[src/rtl/uart_pkg.sv]
// Shared definitions for the transmit-only UART: default word width and FSM states.
package uart_pkg;

  localparam int unsigned DATA_WIDTH = 32;
  localparam int unsigned BYTE_BITS  = 8;
  localparam int unsigned DIV_W      = 11;

  typedef enum logic [1:0] {
    IDLE  = 2'd0,
    START = 2'd1,
    DATA  = 2'd2,
    STOP  = 2'd3
  } state_t;

endpackage

[src/rtl/uart_fifo.sv]
// Synchronous word FIFO; full/empty are registered, head word is presented combinationally.
module uart_fifo #(
  parameter int unsigned WIDTH = 32,
  parameter int unsigned DEPTH = 4
) (
  input  logic             clk,
  input  logic             reset,
  input  logic             push,
  input  logic             pop,
  input  logic [WIDTH-1:0] wr_data,
  output logic [WIDTH-1:0] rd_data_c,
  output logic             full,
  output logic             empty
);

  localparam int unsigned PTR_W = (DEPTH > 1) ? $clog2(DEPTH) : 1;
  localparam int unsigned CNT_W = $clog2(DEPTH + 1);

  logic [WIDTH-1:0] mem [DEPTH];
  logic [PTR_W-1:0] wr_ptr;
  logic [PTR_W-1:0] rd_ptr;
  logic [CNT_W-1:0] count;
  logic [CNT_W-1:0] count_next;
  logic             push_ok;
  logic             pop_ok;

  // A write while full is dropped even if a pop happens in the same cycle.
  always_comb begin
    push_ok    = push && !full;
    pop_ok     = pop && !empty;
    count_next = count + CNT_W'(push_ok) - CNT_W'(pop_ok);
  end

  always_ff @(posedge clk) begin
    if (push_ok) begin
      mem[wr_ptr] <= wr_data;
    end
  end

  always_ff @(posedge clk) begin
    if (reset) begin
      wr_ptr <= '0;
      rd_ptr <= '0;
      count  <= '0;
      full   <= 1'b0;
      empty  <= 1'b1;
    end else begin
      if (push_ok) wr_ptr <= wr_ptr + PTR_W'(1);
      if (pop_ok)  rd_ptr <= rd_ptr + PTR_W'(1);
      count <= count_next;
      full  <= (count_next == CNT_W'(DEPTH));
      empty <= (count_next == '0);
    end
  end

  assign rd_data_c = mem[rd_ptr];

endmodule

[src/rtl/uart.sv]
// Transmit-only UART: queues words and sends each as DATA_WIDTH/8 8N1 frames, LSB byte first.
module uart #(
  parameter int unsigned DATA_WIDTH = uart_pkg::DATA_WIDTH,
  parameter int unsigned FIFO_DEPTH = 4,
  parameter int unsigned NTICKS     = 16
) (
  input  logic                  clk,
  input  logic                  reset,
  input  logic                  wren,
  input  logic [DATA_WIDTH-1:0] w_data,
  input  logic [10:0]           divisor,
  output logic                  tx,
  output logic                  tx_full
);

  import uart_pkg::*;

  localparam int unsigned NBYTES = DATA_WIDTH / BYTE_BITS;
  localparam int unsigned TICK_W = (NTICKS > 1) ? $clog2(NTICKS) : 1;
  localparam int unsigned BYTE_W = (NBYTES > 1) ? $clog2(NBYTES) : 1;

  state_t                state, state_next;
  logic [DIV_W-1:0]      baud_cnt, baud_next, div_max_c;
  logic [TICK_W-1:0]     tick_cnt, tick_next;
  logic [2:0]            bit_cnt, bit_next;
  logic [BYTE_W-1:0]     byte_cnt, byte_next;
  logic [DATA_WIDTH-1:0] shreg, shreg_next;
  logic [DATA_WIDTH-1:0] fifo_data_c;
  logic                  tx_next;
  logic                  tick_c;
  logic                  last_tick_c;
  logic                  fifo_pop_c;
  logic                  fifo_empty;

  uart_fifo #(
    .WIDTH (DATA_WIDTH),
    .DEPTH (FIFO_DEPTH)
  ) u_fifo (
    .clk       (clk),
    .reset     (reset),
    .push      (wren),
    .pop       (fifo_pop_c),
    .wr_data   (w_data),
    .rd_data_c (fifo_data_c),
    .full      (tx_full),
    .empty     (fifo_empty)
  );

  // Baud tick: divisor 0 and 1 both mean one tick per cycle.
  always_comb begin
    div_max_c   = (divisor <= DIV_W'(1)) ? '0 : divisor - DIV_W'(1);
    tick_c      = (state != IDLE) && (baud_cnt == div_max_c);
    last_tick_c = tick_c && (tick_cnt == TICK_W'(NTICKS - 1));
  end

  always_comb begin
    state_next = state;
    tick_next  = tick_cnt;
    bit_next   = bit_cnt;
    byte_next  = byte_cnt;
    shreg_next = shreg;
    fifo_pop_c = 1'b0;
    tx_next    = 1'b1;

    if (state == IDLE) begin
      baud_next = '0;
    end else if (tick_c) begin
      baud_next = '0;
    end else begin
      baud_next = baud_cnt + DIV_W'(1);
    end

    if (tick_c) begin
      tick_next = last_tick_c ? '0 : tick_cnt + TICK_W'(1);
    end

    case (state)
      IDLE: begin
        if (!fifo_empty) begin
          fifo_pop_c = 1'b1;
          shreg_next = fifo_data_c;
          byte_next  = '0;
          bit_next   = '0;
          tick_next  = '0;
          state_next = START;
        end
      end
      START: begin
        if (last_tick_c) begin
          bit_next   = '0;
          state_next = DATA;
        end
      end
      // Shifting the whole word leaves the next byte aligned at the LSB after eight bits.
      DATA: begin
        if (last_tick_c) begin
          shreg_next = shreg >> 1;
          if (bit_cnt == 3'd7) begin
            state_next = STOP;
          end else begin
            bit_next = bit_cnt + 3'd1;
          end
        end
      end
      STOP: begin
        if (last_tick_c) begin
          if (byte_cnt == BYTE_W'(NBYTES - 1)) begin
            state_next = IDLE;
          end else begin
            byte_next  = byte_cnt + BYTE_W'(1);
            state_next = START;
          end
        end
      end
      default: state_next = IDLE;
    endcase

    case (state_next)
      START:   tx_next = 1'b0;
      DATA:    tx_next = shreg_next[0];
      default: tx_next = 1'b1;
    endcase
  end

  always_ff @(posedge clk) begin
    if (reset) begin
      state    <= IDLE;
      baud_cnt <= '0;
      tick_cnt <= '0;
      bit_cnt  <= '0;
      byte_cnt <= '0;
      shreg    <= '0;
      tx       <= 1'b1;
    end else begin
      state    <= state_next;
      baud_cnt <= baud_next;
      tick_cnt <= tick_next;
      bit_cnt  <= bit_next;
      byte_cnt <= byte_next;
      shreg    <= shreg_next;
      tx       <= tx_next;
    end
  end

endmodule

[config.mk]
export PLATFORM = sky130hd
export DESIGN_NAME = uart
export DESIGN_NICKNAME = d
export VERILOG_FILES = /design/src/rtl/uart_pkg.sv /design/src/rtl/uart_fifo.sv /design/src/rtl/uart.sv
export SDC_FILE = /design/constraint.sdc
export NUM_CORES = 1
export LEC_CHECK = 0
export ABC_AREA = 1
export CORE_AREA = 4 4 125 127
export CTS_CLUSTER_SIZE = 8
export DETAILED_ROUTE_END_ITERATION = 16
export DIE_AREA = 0 0 129 131
export PLACE_DENSITY_LB_ADDON = 0.3
export SLEW_MARGIN = 40
export SYNTH_ARGS = -nofsm -noshare
export SYNTH_HDL_FRONTEND = slang
export SYNTH_SLANG_ARGS = --single-unit
export TNS_END_PERCENT = 50
[constraint.sdc]
create_clock -name clk -period 3.3 [get_ports clk]
set_input_delay 0.33 -clock clk [delete_from_list [all_inputs] [get_ports clk]]
set_output_delay 0.33 -clock clk [all_outputs]
set_load 0.02 [all_outputs]
==> results.md <==
Clock network:
- The register clock-pin slew on the reported worst setup and hold paths is ~70 ps.
- The insertion delay to the later sink of the worst-skew pair is roughly 420 ps.
- The library cell used as clock root buffer is clkbuf_16.
- Counting the buffers created by CTS gives 17.
- The maximum buffer depth of the clock tree is 2.
- The number of buffers added to fix hold violations after cts is 0.
- The H-tree was split into 4 levels.
- TritonCTS built the clock tree.
- The number of sinks handled by clock tree synthesis is 194.
- In this run, post-CTS repair resized a total of 0 instances.
- The number of setup buffers added after CTS is 0.

Global routing:
- The overall fraction of global-route tracks in use is 0.212.
- The first global-routing pass estimated between 20000 and 30000 µm of wire.
- Entering global routing, the biggest net connects 65 pins.
- The via count of the first global-routing pass is 5561.
- The aggregate global routing overflow is 0.
- The number of antenna violations at the first check in global routing is 0.

Setup path:
- The critical path starts at divisor[0].
- The startpoint identified for the worst register-to-register timing path is state[0]$_SDFF_PP0_.
- The most prevalent standard cell on the critical path is nand2_1.
- The kind of end point of the critical path is a flop.
- On the worst path, the slowest cell contributes a delay of 480 ps.
- Of all nets on the critical path, the largest fanout is 31.
- Traced cell by cell, the critical path runs through clkdlybuf4s50_1, inv_2, ha_1, nand2_1, nor2_1, nand2_1, nand2_1, nand2_1, nand2_1, nand2_1, nor2_1, nand2_1, nor2_4, nand3_4, inv_4, nand2_2, nand3_1, a31oi_1.
- STA puts the critical path data required time at between 3000 and 4000 ps.
- Data on the critical path arrives at its endpoint at 3020 ps.
- The worst register-to-register path has a depth of 10.
- The kind of critical path is in2reg.
- The slowest library cell on the worst path is clkdlybuf4s50_1.
- The startpoint type of the worst setup path is an input pin.

Place:
- Once placement finished, the instance area stood at a little over 9000 µm².
- The count of input and output buffers is 47.
- The global placer's final weighted congestion is approximately 0.98.
- The sum of net half-perimeters after detailed placement is 10800 µm.
- The worst slack at placement is 164 ps.

STA:
- Setup repair after global routing left no endpoint under its margin.
- The number of max-slew violations in the final report was 0.
- The maximum frequency from static timing analysis is 367 MHz.
- In this run the tightest slew margin relative to its limit is 0.501.
- At the pin with the least slew margin, the transition time is 748 ps.
- The worst clock skew on the final layout is 7.87 ps.
- The clock period could shrink to 2720 ps.
- The final count of hold timing violations is 0.
- For the final routed database, the setup TNS stands at 0 ps.
- Setup violations remaining at the end of the flow were counted as 0.
- The final critical-path setup slack is 575 ps.
- Of the available clock period, the critical path in the final layout requires 0.826.

Drt:
- The number of DRC violations after detailed-routing iteration 0 is 561.
- Using the TritonRoute via totals, the vias-per-cell ratio works out to between 5 and 6.
- For this run, design rule violations remaining after detail routing come to 0.
- The detail route stage leaves a number of antenna-violating nets equal to 0.
- The first-pass detailed-route iteration total is 5.
- Across all layers, the routed design uses between 6000 and 7000 vias.
- In the final routed layout, each cell accounts on average for 15.9 µm.
- The routed design has approximately 17000 µm of wire.

Logic synthesis:
- The total number of yosys warnings is 0.
- Yosys mapped the design onto 39 distinct sky130hd cell types.
- The share of synthesized area in the top cell type comes to 0.456.
- By area the synthesized netlist is led by edfxtp_1, dfxtp_1, nor2_1, nand2_1, nand3_1.
- The cell count after synthesis is roughly 850.
- Among all flip-flop cells after synthesis, the most frequent one is edfxtp_1.
- The number of enable-type register cells in the synthesized netlist is roughly 130.
- The mapped netlist covers 8430 µm².
- The share of async-settable or async-resettable flops after synthesis is 0.
- The post-synthesis cell type with the largest combined area is edfxtp_1.
- The mean instance size in the synthesized netlist is about 10 µm².
- The sequential-to-total area share from yosys stat is 0.613.
- Counting every net in the synthesized netlist gives ~910.
- Counting flops and latches in the post-synthesis netlist gives a little under 200.

Worst hold path:
- Along the worst hold path, the cell count comes to 1.
- The worst hold path class is reg2reg.
- The start point of the worst hold path is baud_cnt[0]$_SDFF_PP0_.

Floorplanning:
- From bottom edge to top edge, the die measures 131 µm.
- The overall die area is 16900 µm².
- The initial core utilization is 0.584.
- The placement row count is 44.
- 48 I/O pins were placed.
- The core region is between 10000 and 15000 µm².
- The floorplan die width is 129 µm.

Power and ir drop:
- The total power density per cell area is 680 nW/µm².
- The worst voltage drop across the vdd grid is slightly above 500 µV.
- Summed over all cells, the static leakage comes to 0.00352 µW.

Cells and area:
- The final design utilization is 0.668.
- The final design instance area without fill is roughly 9600 µm².
- The count of inserted antenna diode cells is 0.
- The total of fill cells in the finished design is ~1100.
- At the end of the flow, the number of nets in the layout was 947.
- The area growth from synthesis to layout is 14.3%.
- Of the cells placed in the final design, the portion with a size suffix greater than 1 is 0.0844.

Status:
- The flow ran to the end, and the final reports show no timing, DRC or antenna violations.

Flow run:
- The total of max-cap violations is 0.
[cells by family after synthesis]
logic type / synth area share
buf+inv: 0.0493
flops: 0.613
simple gates: 0.202
compound gates: 0.101
xor+xnor: 0.0123
fa+ha+maj: 0.0217
[worst max-delay path: cells and delay by family]
family                   cells  cell delay, ps
AND/OR/NAND/NOR             13            1580
buffers and inverters        3             720
adder cells (fa/ha/maj)      1             260
AO/OA/AOI/OAI                1             100
[cell usage in the layout, fill, tap and decap left out, types with 4 or more instances in the layout]
cell type and n:
nor2_1 120, ha_1 13, nor2_4 7, nor3_1 9
buf_4 13, nand2_1 124, clkbuf_16 17, a21oi_1 12
nand3_1 83, a31oi_1 31, o22ai_1 32, nand4_1 10
nor2_2 7, edfxtp_1 128, o21ai_1 5, o21ai_0 73
dfxtp_1 65, xor2_1 8, clkdlybuf4s50_1 47, inv_1 53
clkinv_2 4
[sequential cells by signal (all words and copies together), names as in the netlist, 2 cells and up, named ones only]
signal and count:
baud_cnt 11, u_fifo.rd_ptr 2, u_fifo.count 3, tick_cnt 4, u_fifo.wr_ptr 2, u_fifo.mem 128
bit_cnt 3, state 2, byte_cnt 2, shreg 32
[cells in the mapped netlist, types with 2 or more instances]
| library cell | number |
|---|---|
| o22ai_1 | 32 |
| nor2_1 | 126 |
| xor2_1 | 8 |
| nand2_2 | 2 |
| nor3b_1 | 2 |
| dfxtp_1 | 66 |
| o21ai_0 | 73 |
| buf_6 | 6 |
| buf_1 | 2 |
| nand4_1 | 10 |
| o21ai_1 | 5 |
| nand2_1 | 124 |
| inv_4 | 2 |
| xnor2_1 | 2 |
| ha_1 | 13 |
| inv_2 | 2 |
| nand3_1 | 83 |
| nand2_4 | 2 |
| edfxtp_1 | 128 |
| nor2_2 | 5 |
| a21oi_1 | 12 |
| inv_1 | 53 |
| nand3_2 | 2 |
| nand2_8 | 2 |
| nor2_4 | 3 |
| nor3_1 | 9 |
| a31oi_1 | 31 |
| clkbuf_1 | 30 |
[layer usage]
layer,share of wire,vias up,wire length (µm),track usage
li1,-,3032,-,-
met1,0.44,2851,7590,0.285
met2,0.48,172,8330,0.349
met3,0.056,26,970,0.0402
met4,0.018,0,311,0.0716
met5,0,-,0,0
[worst paths after layout]
kind	to	slack, ps
max reg2reg	u_fifo.empty$_SDFF_PP1_	1130
min reg2reg	baud_cnt[0]$_SDFF_PP0_	480
max	shreg[20]$_SDFFE_PP0P_	580
min	baud_cnt[0]$_SDFF_PP0_	480
[cell type report]
class	count	area [µm²]	share of cell area
Sequential cell	194	5170	0.536
Multi-Input combinational cell	555	2880	0.299
Timing Repair Buffer	61	588	0.0611
Clock buffer	19	443	0.0460
Tap cell	184	230	0.0239
Inverter	58	223	0.0231
Clock inverter	13	100	0.0104
[stage by stage]
step / instances / power (µW) / hold WS, ps
2_1_floorplan: 846 / 4190 / 428
3_3_place_gp: 1052 / 4670 / 457
3_5_place_dp: 1052 / 4710 / 465
4_1_cts: 1084 / 6580 / 481
5_1_grt: 1084 / 6920 / 513
6_report: 1084 / 6550 / 479
[power by group]
group | total (µW) | internal, µW | switching [µW] | leakage (µW)
Sequential | 3110 | 2960 | 147 | 0.00171
Combinational | 1560 | 528 | 1040 | 0.00153
Clock | 1880 | 997 | 878 | 0.000272
Note: power is estimated with default switching activity, not from simulation.
